==> config.mk <==
export PLATFORM = sky130hd
export DESIGN_NAME = seven_seg_scan_driver
export DESIGN_NICKNAME = d
export VERILOG_FILES = /design/src/rtl/seven_seg_scan_driver.sv
export SDC_FILE = /design/constraint.sdc
export NUM_CORES = 1
export LEC_CHECK = 0
export ABC_AREA = 1
export BUFFER_PORTS_ARGS = -buffer_cell sky130_fd_sc_hd__buf_2
export CORE_AREA = 4 4 101 103
export CTS_CLUSTER_DIAMETER = 50
export CTS_CLUSTER_SIZE = 28
export DETAILED_ROUTE_END_ITERATION = 7
export DIE_AREA = 0 0 105 107
export PLACE_DENSITY = 0.58
export SYNTH_ARGS = -nofsm -noshare
export SYNTH_HDL_FRONTEND = slang
export SYNTH_SLANG_ARGS = --single-unit
==> constraint.sdc <==
create_clock -name clk -period 3.2 [get_ports clk]
set_input_delay 0.64 -clock clk [delete_from_list [all_inputs] [get_ports clk]]
set_output_delay 0.64 -clock clk [all_outputs]
set_load 0.05 [all_outputs]
==> src/rtl/seven_seg_scan_driver.sv <==
// seven_seg_scan_driver: 4-digit multiplexed 7-segment driver with dead time,
// leading-zero blanking and frame-synchronous value updates.
module seven_seg_scan_driver #(
    parameter int REFRESH_DIV = 100000,
    parameter int DEAD        = 1000
) (
    input  logic        clk,
    input  logic        rst,
    input  logic [15:0] value,
    input  logic [3:0]  dp_in,
    input  logic        load,
    input  logic        blank_lz,
    output logic [3:0]  an,
    output logic [7:0]  seg,
    output logic        frame_done
);
    localparam int CW = $clog2(REFRESH_DIV);
    localparam logic [CW-1:0] LAST = CW'(REFRESH_DIV - 1);
    localparam logic [CW-1:0] DEADC = CW'(DEAD);
    localparam logic [6:0] HEX [16] = '{
        7'h3F, 7'h06, 7'h5B, 7'h4F, 7'h66, 7'h6D, 7'h7D, 7'h07,
        7'h7F, 7'h6F, 7'h77, 7'h7C, 7'h39, 7'h5E, 7'h79, 7'h71
    };
    logic [CW-1:0] cnt_q, cnt_d;
    logic [1:0]    idx_q, idx_d;
    logic [15:0]   pend_val_q, pend_val_d, disp_val_q, disp_val_d;
    logic [3:0]    pend_dp_q, pend_dp_d, disp_dp_q, disp_dp_d;
    logic          pend_v_q, pend_v_d;
    logic [3:0]    an_q, an_d;
    logic [7:0]    seg_q, seg_d;
    logic          fd_q, fd_d;
    logic          bnd, blank, dp, dead, wrap;
    logic [3:0]    nib;
    always_comb begin
        wrap       = cnt_q == LAST;
        bnd        = wrap && idx_q == 2'd3;
        cnt_d      = wrap ? '0 : cnt_q + 1'b1;
        idx_d      = wrap ? idx_q + 2'd1 : idx_q;
        pend_val_d = load ? value : pend_val_q;
        pend_dp_d  = load ? dp_in : pend_dp_q;
        pend_v_d   = !bnd && (load || pend_v_q);
        // a load on the boundary cycle bypasses pend so it is shown next frame
        disp_val_d = (bnd && load) ? value : (bnd && pend_v_q) ? pend_val_q : disp_val_q;
        disp_dp_d  = (bnd && load) ? dp_in : (bnd && pend_v_q) ? pend_dp_q : disp_dp_q;
        nib        = disp_val_q[{idx_q, 2'b00} +: 4];
        blank      = blank_lz && idx_q != 2'd0 && (disp_val_q >> {idx_q, 2'b00}) == 16'h0;
        dp         = disp_dp_q[idx_q];
        dead       = cnt_q < DEADC;
        an_d       = (dead || (blank && !dp)) ? 4'b0 : 4'b1 << idx_q;
        seg_d      = dead ? 8'h0 : {dp, blank ? 7'h0 : HEX[nib]};
        fd_d       = bnd;
    end
    always_ff @(posedge clk or posedge rst) begin
        if (rst) begin
            cnt_q      <= '0;
            idx_q      <= '0;
            pend_val_q <= '0;
            pend_dp_q  <= '0;
            pend_v_q   <= 1'b0;
            disp_val_q <= '0;
            disp_dp_q  <= '0;
            an_q       <= '0;
            seg_q      <= '0;
            fd_q       <= 1'b0;
        end else begin
            cnt_q      <= cnt_d;
            idx_q      <= idx_d;
            pend_val_q <= pend_val_d;
            pend_dp_q  <= pend_dp_d;
            pend_v_q   <= pend_v_d;
            disp_val_q <= disp_val_d;
            disp_dp_q  <= disp_dp_d;
            an_q       <= an_d;
            seg_q      <= seg_d;
            fd_q       <= fd_d;
        end
    end
    assign an         = an_q;
    assign seg        = seg_q;
    assign frame_done = fd_q;
endmodule

# After elaboration in Yosys (flattened, before gate mapping)
# Memories as Yosys holds them, arrays and structs flattened.
# Index checks and enable logic that the tools add are counted.
# totals
regBits,73
romBits,112
inputBits,24
mem_count,1
# memory_table
memory,words,width,rd,rd_clocked_by_memory_dff,write_ports,line_no,text
(no name shown),16,7,1,0,0,50,"seg_d = dead ? 8'h0 : {dp, blank ? 7'h0 : HEX[nib]};"
# op_classes
n_addsub,2
magnitude_cmp,3
n_eq_ne,2
n_shift,3
n_mux,12
bitwise_logic,1
n_reduce_logical,14
# ops
op,count
$mux 16,2
$mux 7,3
$add 17x1->17 const B,1
$eq 17x17->1 const B,1
$lt 17x10->1 const B,1
$mux 17,1
$logic_not 16->1,1
$shiftx 16x5->4,1
$shr 16x4->16,1
$mux 4,3
$mux 8,1
$logic_and 1x1->1,7
$ge 5x5->1 const B,1
$not 4->5,1
$reduce_bool 2->1,2
$shl 1x2->4 const A,1
$lt 2x3->1 const B,1
$add 2x1->2 const B,1
$bmux 1 s2,1
$eq 2x2->1 const B,1
$logic_not 1->1,2
$logic_or 1x1->1,2
$mux 1,1

# Logic depth before layout (Yosys ltp)
# Gate-level depths: netlist of the first run.
# depth
word_depth,7
depth_mapped,13

# Least setup slack after synthesis of the first run
# OpenSTA, ideal clock, no wires.
# synth_path
kind,flip-flop to flip-flop
start,register idx_q[0]
end,register seg_q[2] (netlist: seg[2])
setup_time_ps,120
t_arrival_ps,1596
required_time_ps,3080
setup_slack_ps,1484
stages_incl_launch_ff,14
cell_sequence,dfrtp_1 inv_2 buf_2 nand2_1 nand3_1 nand2_1 ha_1 nand2_1 nor2_1 nand2_1 nor2_1 nand3_1 nand2_2 nor2_1
# synth_via
elab_chain_cells,7
word_cells_on_any_way,12
classes_between,shift: 2; mux: 4; bitwise: 1; reduce/logical: 4; memory: 1
# synth_rtl
item,line_no,text
from (decl),25,"logic [1:0] idx_q, idx_d;"
from (signal assigned),67,idx_q <= idx_d;
$shiftx 16x5->4,45,"nib = disp_val_q[{idx_q, 2'b00} +: 4];"
$not 4->5 (not written as such),50,
$mem_v2 16x7,--,
$mux 7 (not written as such) (2 in series),50,
$mux 7 *,50,
$mux 8 *,50,
via seg_d[2],30,"logic [7:0] seg_q, seg_d;"
to (signal assigned),74,seg_q <= seg_d;
to (decl),30,
# Mark *: on every way through the listed nets, which the timed path passes. The rest lies on a longest branch. The select of a mux whose other input is x is not followed.
# A chain may end at the register's enable or synchronous reset.

# Final worst setup path of the first run
# layout_path
start,register idx_q[0]
end,register seg_q[3] (netlist: seg[3])
# The elaborated chain is that of the path after synthesis.

==> metrics.txt, run 1 <==
final instance area 4190 um^2; clk buf depth 2; latest clock arrival within the worst-skew pair 340 ps; WP data required around 3400 ps; Setup violations, final 0; Core Footprint slightly above 9000 um^2; Least-Margin Pin Slew between 800 and 900 ps; Reg clk slew, reported paths about 70 ps; Synth Warn # 0; Max Transition Viols Final 0; final wirelength roughly 7400 um; Clk pwr share 0.421; input/output buffers 36; H-tree depth 3; layout net count roughly 540; global-route wire length before repair about 13000 um; initial DRC count 91; DRT antenna net count 0; Period minus WS final 2220 ps; vias in the first global route between 2000 and 3000; RSZ-0062 raised after global routing false; initial core utilization 0.405; hold slack approximately 470 ps; Synth async-reset ratio 1.00; CTS Hold Buffers Added 0; critical-path cell list inv_2 > nand2_1 > nand3_1 > nand2_1 > ha_1 > nand2_1 > nor2_1 > nand2_1 > nor2_1 > nand3_1 > nand2_2 > nor2_1; DR WL/cell 11.8 um; total CTS buffers 9; NetSw 389 uW; mapped cell area between 3000 and 4000 um^2; gr usage total 0.144; final hold vios 0; n_diodes 0; Critical Path Source Type flop; share of power burned in registers 0.533; Rel. slew slack 0.402; GP Congestion around 0.86; Seq cells post-synth between 70 and 80; period utilisation layout 0.692; Data arrival, critical path between 2000 and 2500 ps; ratio of cells with drive above 1 in the final layout 0.156; Post-route DRC 0; global route overflow 0; ys flop type dfrtp_1; skew final approximately 8.6 ps; num rows 35; placed cell area between 3000 and 4000 um^2; Logic pwr share 0.046; Avg Inst Size Synth 7.89 um^2; largest net degree at the start of global routing 74; Final Total Pwr roughly 1.8 mW; crit path kind flop to flop; most frequent CP cell nand2_1; via count 2890; Cell Count, Final, Fillers Out roughly 620; Peak Freq about 450 MHz; Internal Power ~1.4 mW; TritonCTS clock tree yes; PostCTS Resize Cnt 0; Via density ~4.6; initial antenna violation count 0; status finished clean; EDFF count, synth 0; pwr/cell area about 430 nW/um^2; Final Worst Setup Slack 985 ps; Synth Instances approximately 470; leakage power 2.34 nW; slowest stage delay, CP approximately 600 ps; Crit Path Max Fanout 15; setup tns final 0 ps; post-synthesis sequential area ratio 0.490; cell count after placement 608; die area ~11000 um^2; synth-to-layout area growth 12.5%; Root Buffer clkbuf_8; CP Capture Type flop; Netlist cell types 33; Net Sw Frac 0.218; HP Class flop to flop; total setup buffers inserted after CTS 0; Slowest-stage cell, CP dfrtp_1; VDD IR-drop max ~240 uV; io pins 37; chip height around 110 um; DRT Pass-1 Iters 4; Placement Setup Slack 997 ps; clk sinks between 70 and 80; final core occ 0.456; max-cap violations 0; Post-Syn Nets 507; dpl hpwl approximately 5300 um; Die X 105 um
-- state kept, by name, summed over array words and instances, names as in the netlist --
signal / cells
frame_done: 1
idx_q: 2
cnt_q: 17
seg: 8
disp_val_q: 16
pend_val_q: 16
pend_v_q: 1
an: 4
disp_dp_q: 4
pend_dp_q: 4
-- worst max-delay path: cells and delay by family (launching register included) --
family	cells	cell delay [ps]
adders and majority gates	1	210
and+or+nand+nor	10	1050
buffers and inverters	1	220
DFF	1	600
-- layer usage --
| layer | track usage | vias up | wire (um) |
|---|---|---|---|
| met4 | 0.0506 | 0 | 116 |
| met2 | 0.220 | 48 | 3220 |
| met1 | 0.201 | 1298 | 3740 |
| li1 | - | 1534 | - |
| met5 | 0 | - | 0 |
| met3 | 0.0349 | 10 | 279 |
-- cell usage in the layout (no fill, tap or decap) --
cell type | Yosys | layout
o21bai_1 | 1 | 1
nor3_1 | 2 | 2
clkinv_2 | 0 | 1
nor3b_1 | 1 | 1
nor2_1 | 50 | 50
o21ai_1 | 7 | 7
inv_2 | 6 | 7
bufinv_16 | 0 | 1
xnor2_1 | 1 | 1
a31o_2 | 1 | 1
nand3_1 | 22 | 22
nor2_2 | 5 | 5
dfrtp_1 | 73 | 73
clkbuf_1 | 6 | 2
buf_2 | 2 | 36
nand4_4 | 1 | 1
buf_4 | 2 | 1
nor4_1 | 1 | 1
nand4_2 | 2 | 2
nand2_1 | 151 | 151
o21ai_0 | 11 | 11
o22ai_1 | 1 | 1
clkbuf_8 | 0 | 12
nand4_1 | 14 | 14
and2_1 | 1 | 1
a21oi_1 | 17 | 17
nand2_2 | 5 | 5
nand3_2 | 1 | 1
nor2_4 | 6 | 6
ha_1 | 11 | 11
inv_1 | 62 | 61
o211a_1 | 1 | 1
xor2_1 | 3 | 3
nor3_2 | 1 | 1
o211ai_1 | 2 | 2
-- final cells by class --
class | count | area [um^2]
Fill cell | 912 | 5010
Sequential cell | 73 | 1830
Multi-Input combinational cell | 319 | 1570
Inverter | 68 | 255
Timing Repair Buffer | 37 | 188
Clock buffer | 14 | 173
Tap cell | 111 | 139
Clock inverter | 2 | 35.0
-- power groups by stage --
stage               Combinational (mW)  Clock, mW  Sequential, mW
global placement                0.0850          0           0.967
global route                    0.0988      0.820           0.951
CTS                             0.0859      0.780           0.949
floorplan                       0.0556          0           0.966
finish                          0.0825      0.751           0.950
detailed placement              0.0855          0           0.967
-- worst paths after layout --
check | from | to | slack [ps] | cells past startpoint
max in group asynchronous | rst | seg[6] | 2050 | 3
min in group asynchronous | rst | pend_val_q[9] | 570 | 3
setup / recovery | idx_q[0] | seg[3] | 980 | 12
hold reg to reg | cnt_q[0] | cnt_q[0] | 470 | 1
setup reg to reg | idx_q[0] | seg[3] | 980 | 12
hold / removal | cnt_q[0] | cnt_q[0] | 470 | 1
-- cells in the mapped netlist, types with 2 or more instances --
cell type | n | area [um^2]
nand2_1 | 151 | 567
dfrtp_1 | 73 | 1830
inv_1 | 62 | 233
nor2_1 | 50 | 188
nand3_1 | 22 | 110
a21oi_1 | 17 | 85.1
nand4_1 | 14 | 87.6
ha_1 | 11 | 138
o21ai_0 | 11 | 55.1
o21ai_1 | 7 | 35.0
clkbuf_1 | 6 | 22.5
inv_2 | 6 | 22.5
nor2_4 | 6 | 67.6
nand2_2 | 5 | 31.3
nor2_2 | 5 | 31.3
xor2_1 | 3 | 26.3
buf_2 | 2 | 10.0
buf_4 | 2 | 15.0
buf_6 | 2 | 22.5
nand4_2 | 2 | 25.0
nor3_1 | 2 | 10.0
o211ai_1 | 2 | 15.0
-- cells by family (layout without fill, tap and decap cells) --
kind of cell,after synthesis,count (layout),synth area share
xor+xnor,4,4,0.00940
simple gates,263,263,0.316
fa+ha+maj,11,11,0.0369
compound gates,41,41,0.0598
buf+inv,80,121,0.0873
flops,73,73,0.490
Note: power is estimated with default switching activity, not from simulation.
==> run 2: changes to the inputs <==
==> constraint.sdc (replaced) <==
create_clock -name clk -period 2.1 [get_ports clk]
set_input_delay 0.42 -clock clk [delete_from_list [all_inputs] [get_ports clk]]
set_output_delay 0.42 -clock clk [all_outputs]
set_load 0.05 [all_outputs]
==> run 2 against run 1 <==
Against the previous run: utilization grew 1.2 points; worst setup slack lost 740 ps; via count grew 2.2%; global-route usage grew 0.39 points; maximum frequency grew 19%; routed wire length grew 3.9%; combinational power grew 58%; critical path type unchanged; highest routed layer unchanged.
==> metrics.txt, run 2 (synthesized netlist as in run 1, its figures left out) <==
clk buf depth 2 (unchanged); Data arrival, critical path 2090 ps (-350 ps); cell count after placement 617 (+1.5%); HP Class input port to asynchronous set/reset pin; DRT Pass-1 Iters 4 (unchanged); Crit Path Max Fanout 7 (-8); final wirelength 7650 um (+3.9%); Cell Count, Final, Fillers Out 633 (+1.4%); Root Buffer clkbuf_8; RSZ-0062 raised after global routing false; initial antenna violation count 0 (unchanged); Via density 4.67 (+0.76%); Largest regs cnt_q (17), disp_val_q (16), pend_val_q (16); crit path kind flop to flop; initial DRC count 147 (+62%); CP Capture Type flop; GP Congestion 0.925 (+7.7%); Worst R2R End seg[4]; leakage power 2.38 nW (+1.8%); status finished clean; DRT antenna net count 0 (unchanged); Core Footprint 9200 um^2 (unchanged); latest clock arrival within the worst-skew pair 350 ps (about the same); input/output buffers 36 (unchanged); worst reg2reg setup slack 240 ps (-740 ps); Critical R2R Launch idx_q[0]; Period minus WS final 1860 ps (-356 ps); total setup buffers inserted after CTS 0 (unchanged); gr usage total 0.148 (+0.00386); synth-to-layout area growth 15.3%; Setup violations, final 0 (unchanged); max-cap violations 0 (unchanged); most frequent cells in the layout 150 x nand2_1, 73 x dfrtp_1, 61 x inv_1, 50 x nor2_1, 36 x buf_2; global-route wire length before repair 13700 um (+4.2%); Reg clk slew, reported paths 80 ps (about the same); WP data required 2330 ps (-1100 ps); H-tree depth 3 (unchanged); Worst R2R Path Depth 12 (unchanged); commonest non-fill, non-tap cell in the layout nand2_1; VDD IR-drop max 366 uV (+50%); TritonCTS clock tree yes; Biggest register cnt_q; Max Transition Viols Final 0 (unchanged); Final Total Pwr 2.82 mW (+58%); DR WL/cell 12.1 um (+2.4%); initial core utilization 0.405 (unchanged); num rows 35 (unchanged); dpl hpwl 5650 um (+6.0%); global route overflow 0 (unchanged); vias in the first global route 2979 (+5.9%); largest net degree at the start of global routing 74 (unchanged); Die X 105 um (unchanged); Peak Freq 538 MHz (+19%); period utilisation layout 0.885 (+0.193); Rel. slew slack 0.742 (+0.340); max reg flops 17 (unchanged); layout net count 552 (+1.7%); Critical Path Source Type flop; total CTS buffers 9 (unchanged); io pins 37 (unchanged); ratio of cells with drive above 1 in the final layout 0.176 (+0.0203); Post-route DRC 0 (unchanged); Least-Margin Pin Slew 387 ps (-510 ps); pwr/cell area 656 nW/um^2 (+54%); setup tns final 0 ps (unchanged); final hold vios 0 (unchanged); die area 11200 um^2 (unchanged); hold slack 159 ps (-309 ps); skew final 13.4 ps (+4.77 ps); n_diodes 0 (unchanged); via count 2954 (+2.2%); clk sinks 73 (unchanged); chip height 107 um (unchanged)
-- run 2: layout make-up --
type / instances / area (um^2)
repair buffers: 46 / 268
flip-flops and latches: 73 / 1830
clock buffers: 9 / 124
fillers: 922 / 4900
inverters: 68 / 262
well taps: 111 / 139
clock inverters: 7 / 101
multi-input cells: 319 / 1580
-- run 2: how the worst max path moves through the flow --
stage	to	startpoint	cells past startpoint
after floorplan	seg[2]	idx_q[0]	13
after global placement	seg[2]	idx_q[0]	12
after detailed placement	seg[6]	idx_q[0]	12
after CTS	seg[1]	idx_q[0]	12
after global routing	seg[4]	idx_q[0]	12
final	seg[4]	idx_q[0]	12
-- run 2: repair_timing --
action,4_1_cts,5_1_grt
setup endpoints to repair,0,11
resized for setup,0,2
hold buffers,0,0
-- run 2: power breakdown --
| group | leakage, nW | internal [mW] | switching [mW] | total [mW] |
|---|---|---|---|---|
| logic | 1.34 | 0.0447 | 0.0852 | 0.130 |
| registers | 0.930 | 1.44 | 0.00940 | 1.45 |
| clock network | 0.106 | 0.679 | 0.561 | 1.24 |
-- run 2: routing by layer --
layer	GRT usage	wire, um	vias to the layer above
li1	-	-	1555
met3	0.0241	248	6
met2	0.236	3360	54
met4	0.0562	79	0
met1	0.203	3960	1339
met5	0	0	-
-- run 2: worst max-delay path: stages (launching register included) --
cell	delay, ps
dfrtp_1	460
buf_4	190
nand2_1	60
nand3_1	90
nand2_2	150
ha_1	180
nand2_1	50
nor2_1	80
nand2_1	60
nor2_1	120
nand3_1	100
nand2_2	130
nor2_1	60
-- run 2: per-stage QoR --
step	cell area, um^2	util	worst slack [ps]
after floorplan	3730	-	384
after global placement	4070	0.442	264
after detailed placement	4070	0.442	193
after CTS	4290	0.467	179
after global routing	4300	0.467	38.1
final	4300	0.467	241
==> run 3: changes to the inputs <==
--- a/config.mk
+++ b/config.mk
@@ -12,6 +12,7 @@
 export CTS_CLUSTER_SIZE = 28
 export DETAILED_ROUTE_END_ITERATION = 7
 export DIE_AREA = 0 0 105 107
+export GPL_TIMING_DRIVEN = 0
 export PLACE_DENSITY = 0.58
 export SYNTH_ARGS = -nofsm -noshare
 export SYNTH_HDL_FRONTEND = slang
==> run 3 against run 2 <==
Against the previous run: worst hold slack improved by 30 ps; routed wire length is 0.14% higher; final cell count is 0.95% higher; largest power group unchanged; register-to-register slack about the same; die area is the same; critical path depth down 1.
==> metrics.txt, run 3 (synthesized netlist as in run 1, its figures left out) <==
GP Congestion 0.847 (-8.4%); crit path kind flop to flop; commonest non-fill, non-tap cell in the layout nand2_1; Root Buffer clkbuf_8; clk buf depth 2 (unchanged); final hold vios 0 (unchanged); chip height 107 um (unchanged); CP Capture Type flop; worst reg2reg setup slack 250 ps (about the same); gr usage total 0.146 (-0.00190); HP Class input port to asynchronous set/reset pin; TritonCTS clock tree yes; final wirelength 7660 um (+0.14%); initial core utilization 0.405 (unchanged); global route overflow 0 (unchanged); clk sinks 73 (unchanged); pwr/cell area 622 nW/um^2 (-5.2%); cell count after placement 620 (+0.49%); Crit Path Max Fanout 10 (+3); n_diodes 0 (unchanged); die area 11200 um^2 (unchanged); dpl hpwl 5710 um (+1.2%); Final Worst Setup Slack 249 ps (+8.29 ps); total CTS buffers 9 (unchanged); VDD IR-drop max 389 uV (+6.2%); DR WL/cell 12.0 um (-0.80%); most frequent CP cell nor2_1; Least-Margin Pin Slew 742 ps (+354 ps); max reg flops 17 (unchanged); Die X 105 um (unchanged); Slowest-stage cell, CP dfrtp_1; Largest regs cnt_q (17), disp_val_q (16), pend_val_q (16); Fillers 946 (+2.6%); DRT antenna net count 0 (unchanged); Period minus WS final 1850 ps (-8.29 ps); max-cap violations 0 (unchanged); io pins 37 (unchanged); DRT Pass-1 Iters 4 (unchanged); synth-to-layout area growth 15.3% (about the same); Cell Count, Final, Fillers Out 639 (+0.95%); via count 2996 (+1.4%); period utilisation layout 0.882 (-0.00395); status finished clean; layout net count 558 (+1.1%); critical-path cell list inv_2 > nand3_1 > nand2_2 > ha_1 > nand2_1 > nor2_1 > nand2_1 > nor2_1 > nand3_1 > nand2_2 > nor2_1; skew final 9.64 ps (-3.75 ps); slowest stage delay, CP 490 ps (+30 ps); latest clock arrival within the worst-skew pair 340 ps (about the same); WP data required 2330 ps (about the same); Core Footprint 9200 um^2 (unchanged); crit path launch idx_q[1]; Placement Setup Slack 54.1 ps (-139 ps); input/output buffers 36 (unchanged); Biggest register cnt_q; leakage power 2.37 nW (-0.41%); ratio of cells with drive above 1 in the final layout 0.180 (+0.00368); initial DRC count 128 (-13%); vias in the first global route 2784 (-6.5%); Post-route DRC 0 (unchanged); setup tns final 0 ps (unchanged); RSZ-0062 raised after global routing false; Peak Freq 540 MHz (+0.45%); Reg clk slew, reported paths 80 ps (about the same); Critical Path Source Type flop; Rel. slew slack 0.504 (-0.237); family with the most delay on the worst path simple AND/OR/NAND/NOR gates; Critical R2R Launch idx_q[1]; most frequent cells in the layout 148 x nand2_1, 72 x dfrtp_1, 61 x inv_1, 50 x nor2_1, 37 x buf_2; largest net degree at the start of global routing 42 (-43%); num rows 35 (unchanged); Via density 4.69 (+0.47%); Setup violations, final 0 (unchanged); initial antenna violation count 0 (unchanged); H-tree depth 3 (unchanged); global-route wire length before repair 13300 um (-2.6%); Max Transition Viols Final 0 (unchanged); crit path buf inv count 1 (unchanged); Data arrival, critical path 2080 ps (about the same)
## run 3: changes by cell type in the layout (fill, tap and decap cells not counted), sizes merged
cell,delta
clkinvlp,+1
clkbuf,+6
inv,-2
clkinv,+2
bufinv,-1
## run 3: per-layer routing
layer,track usage,vias up,part of all wire
met5,0,-,0
met4,0.0459,0,0.013
met3,0.0379,9,0.038
met2,0.227,46,0.46
met1,0.201,1375,0.49
li1,-,1566,-
## run 3: metrics by stage
stage / area (um^2) / hold WS (ps) / total power, mW / utilization
after floorplan: 3730 / 433 / 1.56 / -
after global placement: 4050 / 447 / 1.60 / 0.440
after detailed placement: 4070 / 470 / 1.61 / 0.442
after CTS: 4260 / 203 / 2.72 / 0.464
after global routing: 4300 / 222 / 2.80 / 0.467
final: 4300 / 189 / 2.67 / 0.467
## run 3: worst paths after layout
kind,endpoint,cells after the start
hold / removal,pend_val_q[10],2
setup reg to reg,seg[0],11
max in group asynchronous,idx_q[0],3
hold reg to reg,cnt_q[0],1
min in group clk,pend_val_q[3],3
setup / recovery,seg[0],11
## run 3: timing repair
| item | 4_1_cts | 5_1_grt |
|---|---|---|
| endpoints found under the setup margin | 0 | 11 |
| buffers inserted | 0 | 4 |
| hold buffers | 0 | 0 |
| resized for setup | 0 | 4 |
## run 3: layout make-up
class	instances	area [um^2]	share of cell area
timing repair buffer	41	230	0.0536
clock inverter	7	71.3	0.0166
buffer	11	65.1	0.0151
clock buffer	9	124	0.0288
tap	111	139	0.0323
sequential	73	1830	0.425
inverter	68	259	0.0603
multi-input combinational	319	1580	0.368
## run 3: power breakdown
group,switching [mW],leakage (nW),internal [mW]
logic,0.0874,1.35,0.0440
clock network,0.548,0.0912,0.546
registers,0.00885,0.928,1.44
## run 3: worst reg2reg max path: stages (launching register included)
cell     delay, ps
dfrtp_1        490
inv_2          200
nand3_1        110
nand2_2        130
ha_1           170
nand2_1         50
nor2_1          90
nand2_1         60
nor2_1         120
nand3_1        110
nand2_2        140
nor2_1          70
